File: src/rtl/store_buffer_pkg.sv
// Shared types for the store write buffer: size encodings, the buffered entry and byte-enable helper.
// Entry field widths track the buffer's default 32-bit address and data widths.
package store_buffer_pkg;

    localparam int SB_ADDR_W = 32;
    localparam int SB_DATA_W = 32;
    localparam int SB_LANES  = SB_DATA_W / 8;

    typedef enum logic [1:0] {
        SZ_BYTE    = 2'b00,
        SZ_HALF    = 2'b01,
        SZ_WORD    = 2'b10,
        SZ_ILLEGAL = 2'b11
    } st_size_e;

    typedef struct packed {
        logic [SB_ADDR_W-1:0] addr;
        logic [SB_DATA_W-1:0] data;
        logic [SB_LANES-1:0]  be;
        logic                 valid;
    } sb_entry_t;

    function automatic logic [3:0] size_to_be(input st_size_e size, input logic [1:0] lane);
        logic [3:0] be;
        case (size)
            SZ_BYTE: be = 4'b0001 << lane;
            SZ_HALF: be = 4'b0011 << lane;
            SZ_WORD: be = 4'b1111;
            default: be = 4'b0000;
        endcase
        return be;
    endfunction

endpackage

File: src/rtl/store_lane_align.sv
// Converts a right-aligned sb/sh/sw request into lane-shifted data and byte enables,
// flagging misaligned halves/words and the illegal size encoding.
module store_lane_align
    import store_buffer_pkg::*;
(
    input  logic [1:0]  i_size,
    input  logic [1:0]  i_lane,
    input  logic [31:0] i_data,
    output logic [3:0]  o_be,
    output logic [31:0] o_data,
    output logic        o_err
);

    st_size_e w_size;

    assign w_size = st_size_e'(i_size);

    // Data is replicated across lanes so the byte enables alone select what is written.
    always_comb begin
        o_be   = size_to_be(w_size, i_lane);
        o_data = i_data;
        o_err  = 1'b0;
        case (w_size)
            SZ_BYTE: o_data = {4{i_data[7:0]}};
            SZ_HALF: begin
                o_data = {2{i_data[15:0]}};
                o_err  = i_lane[0];
            end
            SZ_WORD: o_err = (i_lane != 2'b00);
            default: o_err = 1'b1;
        endcase
    end

endmodule

File: src/rtl/store_write_buffer.sv
// Store write buffer: aligns stores, queues them in a DEPTH-entry FIFO and drains to memory.
// Define STORE_BUFFER_MERGE_EN to coalesce same-word stores into the youngest entry.
module store_write_buffer
    import store_buffer_pkg::*;
#(
    parameter int DEPTH  = 4,
    parameter int ADDR_W = SB_ADDR_W,
    parameter int DATA_W = SB_DATA_W
)(
    input  logic              clk,
    input  logic              rst_n,
    input  logic              st_valid,
    output logic              st_ready,
    input  logic [ADDR_W-1:0] st_addr,
    input  logic [DATA_W-1:0] st_data,
    input  logic [1:0]        st_size,
    output logic              misalign_err,
    output logic              mem_wr_valid,
    input  logic              mem_wr_ready,
    output logic [ADDR_W-1:0] mem_addr,
    output logic [DATA_W-1:0] mem_wdata,
    output logic [3:0]        mem_be,
    input  logic              ld_valid,
    input  logic [ADDR_W-1:0] ld_addr,
    output logic              ld_stall,
    output logic              empty
);

    localparam int PTR_W = $clog2(DEPTH);
    localparam int CNT_W = PTR_W + 1;
    localparam logic [CNT_W-1:0] FULL_CNT = CNT_W'(DEPTH);

    sb_entry_t         r_entries [DEPTH];
    logic [PTR_W-1:0]  r_head;
    logic [PTR_W-1:0]  r_tail;
    logic [CNT_W-1:0]  r_count;
    logic              r_misalign;

    logic [3:0]        w_be;
    logic [DATA_W-1:0] w_lane_data;
    logic              w_err;
    logic [ADDR_W-1:0] w_word_addr;
    logic              w_nonempty;
    logic              w_full;
    logic              w_pop;
    logic              w_push;
    logic              w_merge_hit;
    logic              w_ld_hit;
    logic              w_unused_ld_lane;
    sb_entry_t         w_head;

    store_lane_align u_align (
        .i_size (st_size),
        .i_lane (st_addr[1:0]),
        .i_data (st_data),
        .o_be   (w_be),
        .o_data (w_lane_data),
        .o_err  (w_err)
    );

    assign w_word_addr      = {st_addr[ADDR_W-1:2], 2'b00};
    assign w_nonempty       = (r_count != '0);
    assign w_full           = (r_count == FULL_CNT);
    assign w_pop            = w_nonempty & mem_wr_ready;
    assign w_head           = r_entries[r_head];
    assign w_unused_ld_lane = ^ld_addr[1:0];

`ifdef STORE_BUFFER_MERGE_EN
    logic [PTR_W-1:0] w_young;
    sb_entry_t        w_young_entry;
    sb_entry_t        w_merged;
    logic             w_merge;

    assign w_young       = r_tail - PTR_W'(1);
    assign w_young_entry = r_entries[w_young];
    // A lone entry that is leaving this cycle cannot absorb the store; it must allocate instead.
    assign w_merge_hit   = w_nonempty & w_young_entry.valid & !w_err
                         & (w_young_entry.addr == w_word_addr)
                         & !((r_count == CNT_W'(1)) & w_pop);
    assign w_merge       = st_valid & w_merge_hit;

    always_comb begin
        w_merged    = w_young_entry;
        w_merged.be = w_young_entry.be | w_be;
        for (int i = 0; i < 4; i++) begin
            if (w_be[i]) begin
                w_merged.data[8*i +: 8] = w_lane_data[8*i +: 8];
            end
        end
    end
`else
    assign w_merge_hit = 1'b0;
`endif

    // Rejected requests are always consumed so a bad store never blocks the datapath.
    assign st_ready = w_err | w_merge_hit | !w_full;
    assign w_push   = st_valid & !w_err & !w_merge_hit & !w_full;

    always_ff @(posedge clk or negedge rst_n) begin
        if (!rst_n) begin
            r_head     <= '0;
            r_tail     <= '0;
            r_count    <= '0;
            r_misalign <= 1'b0;
            for (int i = 0; i < DEPTH; i++) begin
                r_entries[i] <= '0;
            end
        end else begin
            r_misalign <= st_valid & w_err;
            if (w_pop) begin
                r_entries[r_head].valid <= 1'b0;
                r_head                  <= r_head + PTR_W'(1);
            end
            if (w_push) begin
                r_entries[r_tail] <= '{addr: w_word_addr, data: w_lane_data, be: w_be, valid: 1'b1};
                r_tail            <= r_tail + PTR_W'(1);
            end
`ifdef STORE_BUFFER_MERGE_EN
            if (w_merge) begin
                r_entries[w_young] <= w_merged;
            end
`endif
            case ({w_push, w_pop})
                2'b10:   r_count <= r_count + CNT_W'(1);
                2'b01:   r_count <= r_count - CNT_W'(1);
                default: r_count <= r_count;
            endcase
        end
    end

    // Word-granular hazard check; entries draining this cycle still stall the load.
    always_comb begin
        w_ld_hit = 1'b0;
        for (int i = 0; i < DEPTH; i++) begin
            if (r_entries[i].valid && (r_entries[i].addr[ADDR_W-1:2] == ld_addr[ADDR_W-1:2])) begin
                w_ld_hit = 1'b1;
            end
        end
    end

    assign ld_stall     = ld_valid & w_ld_hit;
    assign misalign_err = r_misalign;
    assign empty        = !w_nonempty;
    assign mem_wr_valid = w_nonempty;
    assign mem_addr     = w_nonempty ? w_head.addr : '0;
    assign mem_wdata    = w_nonempty ? w_head.data : '0;
    assign mem_be       = w_nonempty ? w_head.be   : '0;

endmodule
File: config.mk
export PLATFORM = sky130hd
export DESIGN_NAME = store_write_buffer
export DESIGN_NICKNAME = d
export VERILOG_FILES = /design/src/rtl/store_buffer_pkg.sv /design/src/rtl/store_lane_align.sv /design/src/rtl/store_write_buffer.sv
export SDC_FILE = /design/constraint.sdc
export NUM_CORES = 1
export LEC_CHECK = 0
export CELL_PAD_IN_SITES_DETAIL_PLACEMENT = 1
export CELL_PAD_IN_SITES_GLOBAL_PLACEMENT = 1
export CORE_MARGIN = 4
export CORE_UTILIZATION = 50
export CTS_BUF_LIST = sky130_fd_sc_hd__clkbuf_2 sky130_fd_sc_hd__clkbuf_4 sky130_fd_sc_hd__clkbuf_8
export DETAILED_ROUTE_END_ITERATION = 10
export GPL_TIMING_DRIVEN = 0
export PLACE_DENSITY_LB_ADDON = 0.1
export SYNTH_ARGS = -nofsm -noshare
export SYNTH_HDL_FRONTEND = slang
export SYNTH_SLANG_ARGS = --single-unit
File: constraint.sdc
create_clock -name clk -period 6.3 [get_ports clk]
set_input_delay 0.63 -clock clk [delete_from_list [all_inputs] [get_ports clk]]
set_output_delay 0.63 -clock clk [all_outputs]
set_load 0.02 [all_outputs]
### Yosys cells after proc, flatten, opt, wreduce, memory -nomap -nowiden

Index checks and enable logic that the tools add are counted.

| word-level totals | value |
|---|---|
| flip-flop bits (word level) | 284 |
| output and inout port bits | 73 |

| cells by class | value |
|---|---|
| add/subtract/negate cells | 4 |
| magnitude comparators | 4 |
| equality and inequality tests | 9 |
| shifts and indexed selects | 2 |
| multiplexer cells | 22 |
| bitwise gates (word level) | 8 |
| reduce and logical (&&, ||, !) cells | 13 |

Operator list:

| operator | count |
|---|---|
| bitwise mux 276 bit | 2 |
| two-way mux 276 bit | 2 |
| demux 69 bit (select 2 bit) | 2 |
| two-way mux 69 bit | 3 |
| binary-select mux 69 bit (select 2 bit) | 1 |
| == test 30 bit | 4 |
| two-way mux 32 bit | 2 |
| case mux 32 bit (2 select lines) | 1 |
| case mux 4 bit (3 select lines) | 1 |
| greater-or-equal comparator 3 bit (second input constant) | 2 |
| logical AND 1 bit | 6 |
| < comparator 3 x 1 -> 1 bit (second input constant) | 2 |
| NOT 2 -> 3 bit | 2 |
| case mux 3 bit (2 select lines) | 1 |
| bitwise AND 1 bit | 5 |
| two-way mux 1 bit | 5 |
| adder 2 x 1 -> 2 bit (second input constant) | 2 |
| == test 2 x 1 -> 1 bit (second input constant) | 2 |
| == test 2 bit (second input constant) | 2 |
| two-way mux 4 bit | 1 |
| nonzero test 2 bit | 2 |
| left shift 1 x 2 -> 4 bit (first input constant) | 1 |
| left shift 2 x 2 -> 4 bit (first input constant) | 1 |
| adder 3 x 1 -> 3 bit (second input constant) | 1 |
| 7 further kinds | 9 |

### Depth between registers and ports, before layout

Gate-level depths: netlist (run 1).

| depth | value |
|---|---|
| depth after elaboration | 9 |
| gate-level depth with buffers | 10 |
| mapped depth without buffers | 9 |

### Cells and area by module

A second synthesis (run 1) with hierarchy kept.

| unflattened totals | value |
|---|---|
| cell total of the unflattened synthesis | 1,024 |
| area, all modules | 14,953.1 µm² |

Modules (own cells, without submodules):

| module | instances | cells an instance | area each (µm²) | sequential area each (µm²) |
|---|---|---|---|---|
| store_write_buffer | 1 | 958 | 14,338.8 | 6,906.6 |
| store_lane_align | 1 | 66 | 614.3 | 0.0 |

### Worst setup path after synthesis (run 1)

Ideal clock, no wire load.

| timing path | value |
|---|---|
| kind | in2out |
| from | input ld_addr[7] |
| to | output ld_stall |
| data arrival time | 1.891 ns |
| required time | 5.670 ns |
| path slack | 3.779 ns |
| stages on the path | 6 |
| path buffers | 1 |
| cells stage by stage | clkbuf_1 xnor2_1 nand4_1 nor4_1 nand4_1 a41oi_1 |

| on the way | value |
|---|---|
| cells in the longest elaborated chain, start to end | 7 |
| elaborated cells between the ends (all ways) | 13 |

Ends and longest elaborated chain:

| element | line | text |
|---|---|---|
| start, declared | store_write_buffer.sv:24 | `input logic [ADDR_W-1:0] ld_addr,` |
| == test 30 bit | store_write_buffer.sv:135 | `if (r_entries[i].valid && (r_entries[i].addr[ADDR_W-1:2] == ld_addr[ADDR_W-1:2])) begin` |
| logical AND 1 bit | store_write_buffer.sv:135 |  |
| two-way mux 1 bit (3 in series) | store_write_buffer.sv:135 |  |
| two-way mux 1 bit * | store_write_buffer.sv:135 |  |
| bitwise AND 1 bit * | store_write_buffer.sv:141 | `assign ld_stall = ld_valid & w_ld_hit;` |
| end, declared | store_write_buffer.sv:25 | `output logic ld_stall,` |

Mark *: on every way between the ends. The rest lies on a longest branch, timed or not.

### Worst setup path after layout (run 1)

| timing path | value |
|---|---|
| from | register r_head[1] |
| to | output mem_addr[7] |

| on the way | value |
|---|---|
| cells in the longest elaborated chain, start to end | 5 |

Ends and longest elaborated chain:

| element | line | text |
|---|---|---|
| start, declared | store_write_buffer.sv:34 | `logic [PTR_W-1:0] r_head;` |
| start signal, assigned | store_write_buffer.sv:112 | `r_head <= r_head + PTR_W'(1);` |
| NOT 2 -> 3 bit (not written as such) | store_write_buffer.sv:65 | `assign w_head = r_entries[r_head];` |
| binary-select mux 69 bit (select 2 bit) | store_write_buffer.sv:65 |  |
| two-way mux 69 bit (not written as such) (2 in series) | store_write_buffer.sv:65 |  |
| two-way mux 32 bit | store_write_buffer.sv:145 | `assign mem_addr = w_nonempty ? w_head.addr : '0;` |
| end, declared | store_write_buffer.sv:20 | `output logic [ADDR_W-1:0] mem_addr,` |

Every way passes these cells. The select of a mux whose other input is x is not followed.

==> impl_metrics.env, run 1 <==
export IMPL_outcome="finished clean"
export IMPL_synth_most_common_cell="dfrtp_1"
export IMPL_pin_count=176
export IMPL_cp_required_ns=5.67
export IMPL_num_antenna_cells=0
export IMPL_area_growth_syn_to_layout_pct=22.4
export IMPL_hpwl_um=32500
export IMPL_crit_buf_inv=3
export IMPL_critPathKind="reg -> out"
export IMPL_cts_root_buffer="clkbuf_8"
export IMPL_drt_iter0_markers=833
export IMPL_synth_cells=1143
export IMPL_cts_setup_buffers=0
export IMPL_netlist_area_um2=14000
export IMPL_synth_largest_area_cell="dfrtp_1"
export IMPL_ant_nets=0
export IMPL_slew_viol_final=0
export IMPL_grt_max_degree=100
export IMPL_critPathSlowestCell="clkbuf_1"
export IMPL_synth_top_area_share_pct=49.4
export IMPL_routedWlPerCell_um=25.9
export IMPL_finish_net_count=1463
export IMPL_clk_pin_slew_ns=0.06
export IMPL_synth_mux_area_share_pct=24.8
export IMPL_hold_buffers=0
export IMPL_setup_viol=0
export IMPL_vias_per_cell=5.83
export IMPL_fin_hold_ws_ns=0.0541
export IMPL_syn_area_per_cell_um2=12.2
export IMPL_drive_gt1_share_pct=23.6
export IMPL_power_density_nw_per_um2=575
export IMPL_async_flop_share_pct=100
export IMPL_endpoint_kind="output port"
export IMPL_cp_slowest_stage_delay_ns=0.67
export IMPL_rows=60
export IMPL_io_buffers=154
export IMPL_cp_start_kind="register"
export IMPL_synth_common_cells="276 x dfrtp_1, 152 x mux2_2, 133 x nand2_1"
export IMPL_start_util_pct=51.3
export IMPL_path_depth=5
export IMPL_finalHoldViolations=0
export IMPL_ys_ff_latch=276
export IMPL_clk_latency_ns=0.58
export IMPL_ys_warn_count=0
export IMPL_max_cap_violations=0
export IMPL_synth_xor_area_share_pct=7.84
export IMPL_gp_congestion=0.897
export IMPL_ys_types=30
export IMPL_finClkSkew_ns=0.0236
export IMPL_rsz0062_at_grt="no"
export IMPL_worst_path_max_fanout=10
export IMPL_path_cells="buf_1 -> clkbuf_1 -> mux4_2 -> and2_1 -> clkdlybuf4s50_1"
export IMPL_cts_tree="done"
export IMPL_placed_area_um2=16000
export IMPL_tightest_slew_ns=1.15
export IMPL_via_count=10200
export IMPL_fp_dieArea_um2=30700
export IMPL_synth_top_family_by_area="multiplexers"
export IMPL_p_leak_nw=7.28
export IMPL_antenna_found_initial=0
export IMPL_ir_drop_mv=0.373
export IMPL_htree_levels=2
export IMPL_wl_um=45400
export IMPL_grt_overflow=0
export IMPL_yosys_top_cells_area="dfrtp_1 49%, mux2_2 12%, mux4_2 11%, xnor2_1 5.0%, o21ai_0 4.2%"
export IMPL_ctsResizeCount=0
export IMPL_min_period_over_period_pct=65.6
export IMPL_synth_ff_type="dfrtp_1"
export IMPL_die_w_um=175
export IMPL_grt_util_all_layers_pct=29.6
export IMPL_grt_pass1_wl_um=68700
export IMPL_cp_arrival_ns=3.50
export IMPL_synthSimpleGateAreaFrac_pct=9.04
export IMPL_final_area_um2=17100
export IMPL_cp_top_family="buffers and inverters"
export IMPL_ys_seq_area_share_pct=49.4
export IMPL_fmax_ghz=0.242
export IMPL_min_path_type="in -> async"
export IMPL_drc=0
export IMPL_die_h_um=175
export IMPL_synth_edf_count=0
export IMPL_layout_min_cycle_time_ns=4.13
export IMPL_cts_buffers=48
export IMPL_rr_worst_depth=9
export IMPL_grt_pass1_vias=11100
export IMPL_clock_path_buffers=3
export IMPL_first_pass_iters=7
export IMPL_synth_fa_ha_area_share_pct=0.949
export IMPL_cts_sinks=276
export IMPL_coreArea_um2=27300
export IMPL_relSlewSlack_pct=23.2
export IMPL_synth_compound_gate_area_share_pct=4.78
metal layers:
metal | GRT usage, % | wire (µm) | vias up
met3 | 6.97 | 3250 | 86
met2 | 47.3 | 21500 | 381
li1 | - | - | 4413
met5 | 0 | 0 | -
met1 | 41.3 | 19700 | 5362
met4 | 7.20 | 986 | 0
worst register-to-register path, stage by stage (launching register included):
cell and delay (ns):
dfrtp_1 0.44, or3_1 0.34, and2_1 0.19, clkbuf_1 0.41, ha_1 0.31, inv_1 0.08, fa_1 0.38, xor2_1 0.15
nor2_1 0.11, xor2_1 0.15
per-stage QoR:
stage	worst slack (ns)	std cells	power [mW]	setup TNS, ns	util, %
6_report	2.17	1756	9.83	0	62.7
5_1_grt	2.08	1756	10.3	0	62.7
4_1_cts	2.19	1756	9.85	0	62.7
3_5_place_dp	2.39	1672	8.01	0	58.9
3_3_place_gp	-7.52	1670	7.83	-2067.13	58.6
2_1_floorplan	3.78	1144	6.08	0	-
cell families after synthesis:
kind of cell,after synthesis
xor+xnor,125
compound gates,128
simple gates,261
flops,276
mux,244
other cells,1
fa+ha+maj,10
buf+inv,98
power breakdown:
group | leakage [nW] | internal, mW | switching (mW)
sequential | 3.40 | 2.64 | 0.650
combinational | 3.32 | 2.45 | 2.31
clock | 0.562 | 1.04 | 0.745
worst paths after layout:
kind                               startpoint        endpoint  slack [ns]
max in group asynchronous               rst_n   r_entries[79]        5.25
min in group clk                r_entries[89]   r_entries[89]        0.48
worst max-delay path                r_head[1]     mem_addr[7]        2.17
worst max register to register     r_count[2]      r_count[2]        3.66
worst min-delay path                    rst_n  r_entries[191]        0.05
worst min register to register  r_entries[89]   r_entries[89]        0.48
placed cells by master, fill, tap and decap left out, types with 46 or more instances in the layout:
cell type and instances:
nand2_1 133, xor2_1 46, mux2_2 152, mux4_2 66, clkdlybuf4s50_1 153, and2_1 67
clkbuf_1 50, dfrtp_1 276, xnor2_1 79, o21ai_0 116, clkbuf_8 65
layout make-up:
type / count / area (µm²)
Multi-Input combinational cell: 770 / 6620
Tap cell: 372 / 465
Clock buffer: 79 / 1000
Sequential cell: 276 / 6910
Clock inverter: 5 / 53.8
Inverter: 12 / 45.0
Timing Repair Buffer: 156 / 1600
Fill cell: 2779 / 10200
Buffer: 86 / 398
flip-flops by register name, indices dropped and copies added (netlist names):
register / cells
r_entries: 268
r_count: 3
r_head: 2
r_tail: 2
misalign_err: 1
Power figures use the tool's default switching activity.
==> inputs of run 2 (changes only) <==
--- a/config.mk
+++ b/config.mk
@@ -8,7 +8,7 @@
 export CELL_PAD_IN_SITES_DETAIL_PLACEMENT = 1
 export CELL_PAD_IN_SITES_GLOBAL_PLACEMENT = 1
 export CORE_MARGIN = 4
-export CORE_UTILIZATION = 50
+export CORE_UTILIZATION = 42
 export CTS_BUF_LIST = sky130_fd_sc_hd__clkbuf_2 sky130_fd_sc_hd__clkbuf_4 sky130_fd_sc_hd__clkbuf_8
 export DETAILED_ROUTE_END_ITERATION = 10
 export GPL_TIMING_DRIVEN = 0
==> constraint.sdc (replaced) <==
create_clock -name clk -period 3.45 [get_ports clk]
set_input_delay 0.345 -clock clk [delete_from_list [all_inputs] [get_ports clk]]
set_output_delay 0.345 -clock clk [all_outputs]
set_load 0.02 [all_outputs]
==> run 2 against run 1 <==
Net effect: sequential power up 82%; clock power up 84%; critical path type unchanged; non-clock buffer count up 1; critical endpoint unchanged; clock skew shrank 0.0089 ns; sequential share of layout area is 0.52 points lower; die area rose by 18%; combinational power grew 84%; worst setup slack worse by 2.1 ns; clock-buffer cell count stayed put.
==> impl_metrics.env, run 2 (synthesis gave the netlist of run 1 again) <==
export IMPL_outcome="finished clean"
export IMPL_cts_buffers=50
export IMPL_cp_slowest_stage_delay_ns=0.53
export IMPL_power_density_nw_per_um2=1040
export IMPL_first_pass_iters=5
export IMPL_coreArea_um2=32700
export IMPL_relSlewSlack_pct=30.2
export IMPL_pre_cts_slack_ns=-0.118
export IMPL_via_count=10000
export IMPL_mostFrequentLayoutCells="276 x dfrtp_1, 152 x mux2_2, 152 x clkdlybuf4s50_1"
export IMPL_p_leak_nw=7.39
export IMPL_fp_dieArea_um2=36200
export IMPL_critPathKind="reg -> out"
export IMPL_cts_setup_buffers=0
export IMPL_top_regs="r_entries (268), r_count (3)"
export IMPL_num_antenna_cells=0
export IMPL_layout_min_cycle_time_ns=3.36
export IMPL_finish_net_count=1466
export IMPL_max_cap_violations=0
export IMPL_hpwl_um=33700
export IMPL_gp_congestion=0.870
export IMPL_tightest_slew_ns=1.05
export IMPL_min_path_type="in -> reg"
export IMPL_routedWlPerCell_um=25.5
export IMPL_finClkSkew_ns=0.0147
export IMPL_start_util_pct=42.7
export IMPL_grt_overflow=0
export IMPL_cp_start_kind="register"
export IMPL_finalHoldViolations=0
export IMPL_cts_tree="done"
export IMPL_fmax_ghz=0.297
export IMPL_area_growth_syn_to_layout_pct=24.0
export IMPL_min_path_cells=4
export IMPL_final_common_cell="dfrtp_1"
export IMPL_largest_reg_flops=268
export IMPL_grt_util_all_layers_pct=26.0
export IMPL_crit_buf_inv=3
export IMPL_wl_um=46600
export IMPL_ant_nets=0
export IMPL_vias_per_cell=5.49
export IMPL_path_depth=5
export IMPL_layout_setup_ws_ns=0.0883
export IMPL_endpoint_kind="output port"
export IMPL_drt_iter0_markers=664
export IMPL_clk_pin_slew_ns=0.06
export IMPL_die_h_um=190
export IMPL_grt_pass1_vias=10900
export IMPL_path_cells="buf_2 -> clkbuf_2 -> mux4_2 -> and2_1 -> clkdlybuf4s50_1"
export IMPL_cts_root_buffer="clkbuf_8"
export IMPL_critPathSlowestCell="clkdlybuf4s50_1"
export IMPL_cp_required_ns=3.11
export IMPL_io_buffers=154
export IMPL_htree_levels=2
export IMPL_grt_pass1_wl_um=70700
export IMPL_die_w_um=190
export IMPL_setup_viol=0
export IMPL_min_period_over_period_pct=97.4
export IMPL_clock_path_buffers=3
export IMPL_slew_viol_final=0
export IMPL_clk_latency_ns=0.57
export IMPL_rsz0062_at_grt="no"
export IMPL_cts_sinks=276
export IMPL_rr_worst_depth=9
export IMPL_regMostFlops="r_entries"
export IMPL_cp_top_family="buffers and inverters"
export IMPL_antenna_found_initial=2
export IMPL_worst_path_max_fanout=10
export IMPL_grt_max_degree=115
export IMPL_ir_drop_mv=0.537
export IMPL_power_mw=18.0
export IMPL_cp_arrival_ns=3.02
export IMPL_rows=66
export IMPL_drive_gt1_share_pct=25.0
export IMPL_pin_count=176
export IMPL_fin_tns_setup_ns=0
export IMPL_drc=0
==> run 2: what timing repair did <==
item | 4_1_cts | 5_1_grt
hold endpoints to repair | 81 | 0
resized for setup | 23 | 15
setup endpoints to repair | 60 | 50
hold buffers | 1 | 0
==> run 2: path summary, 6_finish.rpt <==
| kind | start | to | slack, ns |
|---|---|---|---|
| max | r_head[1] | mem_addr[7] | 0.09 |
| min | st_size[0] | misalign_err | 0.31 |
| max reg2reg | r_count[2] | r_count[2] | 0.78 |
| min reg2reg | r_entries[231] | r_entries[231] | 0.48 |
| max in group asynchronous | rst_n | r_entries[20] | 1.68 |
| min in group asynchronous | rst_n | r_entries[260] | 0.36 |
==> run 2: where the power goes <==
part	switching [mW]	internal [mW]	total (mW)	leakage, nW
registers	1.17	4.82	5.99	3.40
logic	4.20	4.54	8.74	3.43
clock network	1.38	1.89	3.27	0.563
==> run 2: metal layers <==
metal | wire, µm | vias to the layer above | track usage (%) | part of all wire (%)
met5 | 20 | - | 0 | 0.043
met4 | 815 | 2 | 5.17 | 1.7
met3 | 2790 | 52 | 5.33 | 6.0
met2 | 21500 | 290 | 40.5 | 46
met1 | 21600 | 5267 | 38.4 | 46
li1 | - | 4431 | - | -
==> run 2: worst register-to-register path: stages (launching register included) <==
cell and delay (ns):
dfrtp_1 0.44, or3_1 0.34, and2_1 0.18, clkbuf_1 0.42
ha_1 0.30, inv_1 0.07, fa_1 0.37, xor2_1 0.15
nor2_1 0.16, xor2_1 0.18
==> run 2: area by class of cell <==
cell class,count,area (µm²)
Timing Repair Buffer,157,1610
Clock inverter,7,62.6
Inverter,12,45.0
Multi-Input combinational cell,770,6700
Sequential cell,276,6910
Tap cell,442,553
Buffer,86,438
Clock buffer,79,993
Fill cell,3422,15400
==> run 2: through the flow <==
stage	cell area (µm²)	instances	hold WS [ns]	util (%)
detailed placement	16100	1742	0.372	49.3
global placement	16100	1740	0.457	49.1
global route	17300	1829	0.330	53.0
floorplan	14000	1144	0.0494	-
CTS	17300	1829	0.295	52.8
finish	17300	1829	0.307	53.0
==> inputs of run 3 (changes only) <==
--- a/config.mk
+++ b/config.mk
@@ -5,13 +5,14 @@
 export SDC_FILE = /design/constraint.sdc
 export NUM_CORES = 1
 export LEC_CHECK = 0
-export CELL_PAD_IN_SITES_DETAIL_PLACEMENT = 1
+export CELL_PAD_IN_SITES_DETAIL_PLACEMENT = 0
 export CELL_PAD_IN_SITES_GLOBAL_PLACEMENT = 1
 export CORE_MARGIN = 4
 export CORE_UTILIZATION = 42
 export CTS_BUF_LIST = sky130_fd_sc_hd__clkbuf_2 sky130_fd_sc_hd__clkbuf_4 sky130_fd_sc_hd__clkbuf_8
 export DETAILED_ROUTE_END_ITERATION = 10
 export GPL_TIMING_DRIVEN = 0
+export MAX_ROUTING_LAYER = met4
 export PLACE_DENSITY_LB_ADDON = 0.1
 export SYNTH_ARGS = -nofsm -noshare
 export SYNTH_HDL_FRONTEND = slang
==> run 3 against run 2 <==
Net effect: sequential cell count did not move; non-clock buffer count did not move; register-to-register slack improved by 0.06 ns.
==> impl_metrics.env, run 3 (synthesis gave the netlist of run 1 again) <==
export IMPL_outcome="finished clean"
export IMPL_coreArea_um2=32700
export IMPL_pin_count=176
export IMPL_fillers=3022
export IMPL_largest_reg_flops=268
export IMPL_combPwrFrac_pct=48.2
export IMPL_setup_viol=0
export IMPL_seqPwrFrac_pct=33.2
export IMPL_die_h_um=190
export IMPL_fp_dieArea_um2=36200
export IMPL_cp_start_kind="register"
export IMPL_p_int_mw=11.3
export IMPL_worst_path_max_fanout=10
export IMPL_cp_required_ns=3.11
export IMPL_clk_latency_ns=0.57
export IMPL_netSwitchingPower_mw=6.65
export IMPL_reg2reg_slack_ns=0.84
export IMPL_timing_rr_end="r_count[2]"
export IMPL_power_mw=18.0
export IMPL_min_path_type="in -> reg"
export IMPL_ir_drop_mv=0.624
export IMPL_critPathSlowestCell="clkdlybuf4s50_1"
export IMPL_finClkSkew_ns=0.0286
export IMPL_endpoint_kind="output port"
export IMPL_swShare_pct=37.1
export IMPL_clock_path_buffers=3
export IMPL_regMostFlops="r_entries"
export IMPL_hp_start="st_size[0]"
export IMPL_vias_per_cell=5.46
export IMPL_min_period_over_period_pct=97.5
export IMPL_ant_nets=0
export IMPL_final_common_cell="dfrtp_1"
export IMPL_die_w_um=190
export IMPL_drc=0
export IMPL_pre_cts_slack_ns=-0.0499
export IMPL_cp_slowest_stage_delay_ns=0.53
export IMPL_critPathKind="reg -> out"
export IMPL_rr_worst_depth=9
export IMPL_htree_levels=2
export IMPL_rsz0062_at_grt="no"
export IMPL_mostFrequentLayoutCells="276 x dfrtp_1, 152 x mux2_2, 152 x clkdlybuf4s50_1"
export IMPL_p_clk_share_pct=18.6
export IMPL_layout_min_cycle_time_ns=3.36
export IMPL_drt_iter0_markers=718
export IMPL_finalHoldViolations=0
export IMPL_finish_net_count=1465
export IMPL_via_count=9991
export IMPL_antenna_found_initial=1
export IMPL_grt_util_all_layers_pct=26.0
export IMPL_relSlewSlack_pct=32.8
export IMPL_rows=66
export IMPL_cts_buffers=49
export IMPL_layout_setup_ws_ns=0.0866
export IMPL_p_leak_nw=7.36
export IMPL_area_growth_syn_to_layout_pct=23.8
export IMPL_max_cap_violations=0
export IMPL_top_regs="r_entries (268), r_count (3)"
export IMPL_holdPathEnd="misalign_err"
export IMPL_cts_tree="done"
export IMPL_critPathLaunch="r_head[1]"
export IMPL_io_buffers=154
export IMPL_grt_overflow=0
export IMPL_gp_congestion=0.885
export IMPL_drive_gt1_share_pct=24.7
export IMPL_hpwl_um=32400
export IMPL_grt_pass1_vias=10600
export IMPL_routedWlPerCell_um=24.7
export IMPL_grt_max_degree=115
export IMPL_clk_pin_slew_ns=0.06
export IMPL_cts_sinks=276
export IMPL_first_pass_iters=7
export IMPL_start_util_pct=42.7
export IMPL_fmax_ghz=0.297
export IMPL_power_density_nw_per_um2=1040
export IMPL_wl_um=45300
export IMPL_rr_startpoint="r_count[2]"
export IMPL_tightest_slew_ns=1.01
export IMPL_cts_root_buffer="clkbuf_8"
export IMPL_min_path_cells=4
export IMPL_grt_pass1_wl_um=68700
export IMPL_cp_arrival_ns=3.02
export IMPL_path_cells="buf_2 -> clkbuf_2 -> mux4_2 -> and2_1 -> clkdlybuf4s50_1"
export IMPL_slew_viol_final=0
[run 3: cell types whose count changed in the layout (fill, tap and decap cells not counted), moves of 2 or more]
cell / previous run / this run
buf_2: 7 / 9
clkbuf_2: 7 / 5
nor4_1: 12 / 14
nor4_4: 2 / 0
xnor2_1: 74 / 76
xnor2_2: 5 / 3
[run 3: final cells by class]
cell class / instances / area, µm² / area share, %
antenna: 1 / 2.50 / 0.0145
buffer: 86 / 430 / 2.49
clock buffer: 79 / 993 / 5.74
clock inverter: 8 / 92.6 / 0.535
inverter: 12 / 45.0 / 0.260
multi-input combinational: 770 / 6660 / 38.5
sequential: 276 / 6910 / 39.9
tap: 442 / 553 / 3.20
timing repair buffer: 157 / 1610 / 9.33
[run 3: through the flow]
stage                     TNS [ns]  std cells  area, µm²  hold WS, ns  utilization, %
after floorplan                  0       1144      14000       0.0494               -
after global placement    -2873.24       1740      16100        0.457            49.1
after detailed placement   -0.0499       1742      16100        0.376            49.3
after CTS                  -0.0581       1830      17300        0.293            52.9
after global routing             0       1831      17300        0.335            52.9
final                            0       1831      17300        0.307            52.9
[run 3: worst max path at each step]
stage,to,slack (ns),depth (start not counted)
finish,mem_addr[7],0.09,5
global route,mem_wdata[8],0.006,5
CTS,mem_addr[7],-0.02,6
detailed placement,ld_stall,-0.05,7
global placement,r_entries[20],-10.45,1
floorplan,r_count[2],1.26,10
[run 3: worst max-delay path: cells and delay by family, from the launching register on]
kind | cells | cell delay (ns)
buffers and inverters | 3 | 1.35
flip-flops | 1 | 0.49
multiplexers | 1 | 0.43
AND/OR/NAND/NOR | 1 | 0.19
[run 3: layer usage]
metal | vias to the layer above | part of all wire (%) | wire, µm | GRT usage [%]
met3 | 40 | 5.7 | 2600 | 3.97
li1 | 4427 | - | - | -
met4 | 0 | 1.1 | 514 | 4.14
met2 | 294 | 46 | 20600 | 39.3
met1 | 5230 | 48 | 21500 | 38.5
met5 | - | 0 | 0 | -
[run 3: timing repair]
item / 4_1_cts / 5_1_grt
setup endpoints to repair: 60 / 49
hold buffers: 1 / 0
endpoints found under the hold margin: 81 / 0
buffers inserted: 0 / 0
gates resized for setup: 20 / 9
[run 3: power groups by stage]
stage / clock network [mW] / logic [mW] / registers, mW
floorplan: 0 / 5.48 / 5.62
global placement: 0 / 8.55 / 5.92
detailed placement: 0 / 8.63 / 5.97
CTS: 3.40 / 8.72 / 5.93
global route: 3.58 / 9.32 / 6.13
finish: 3.35 / 8.65 / 5.95
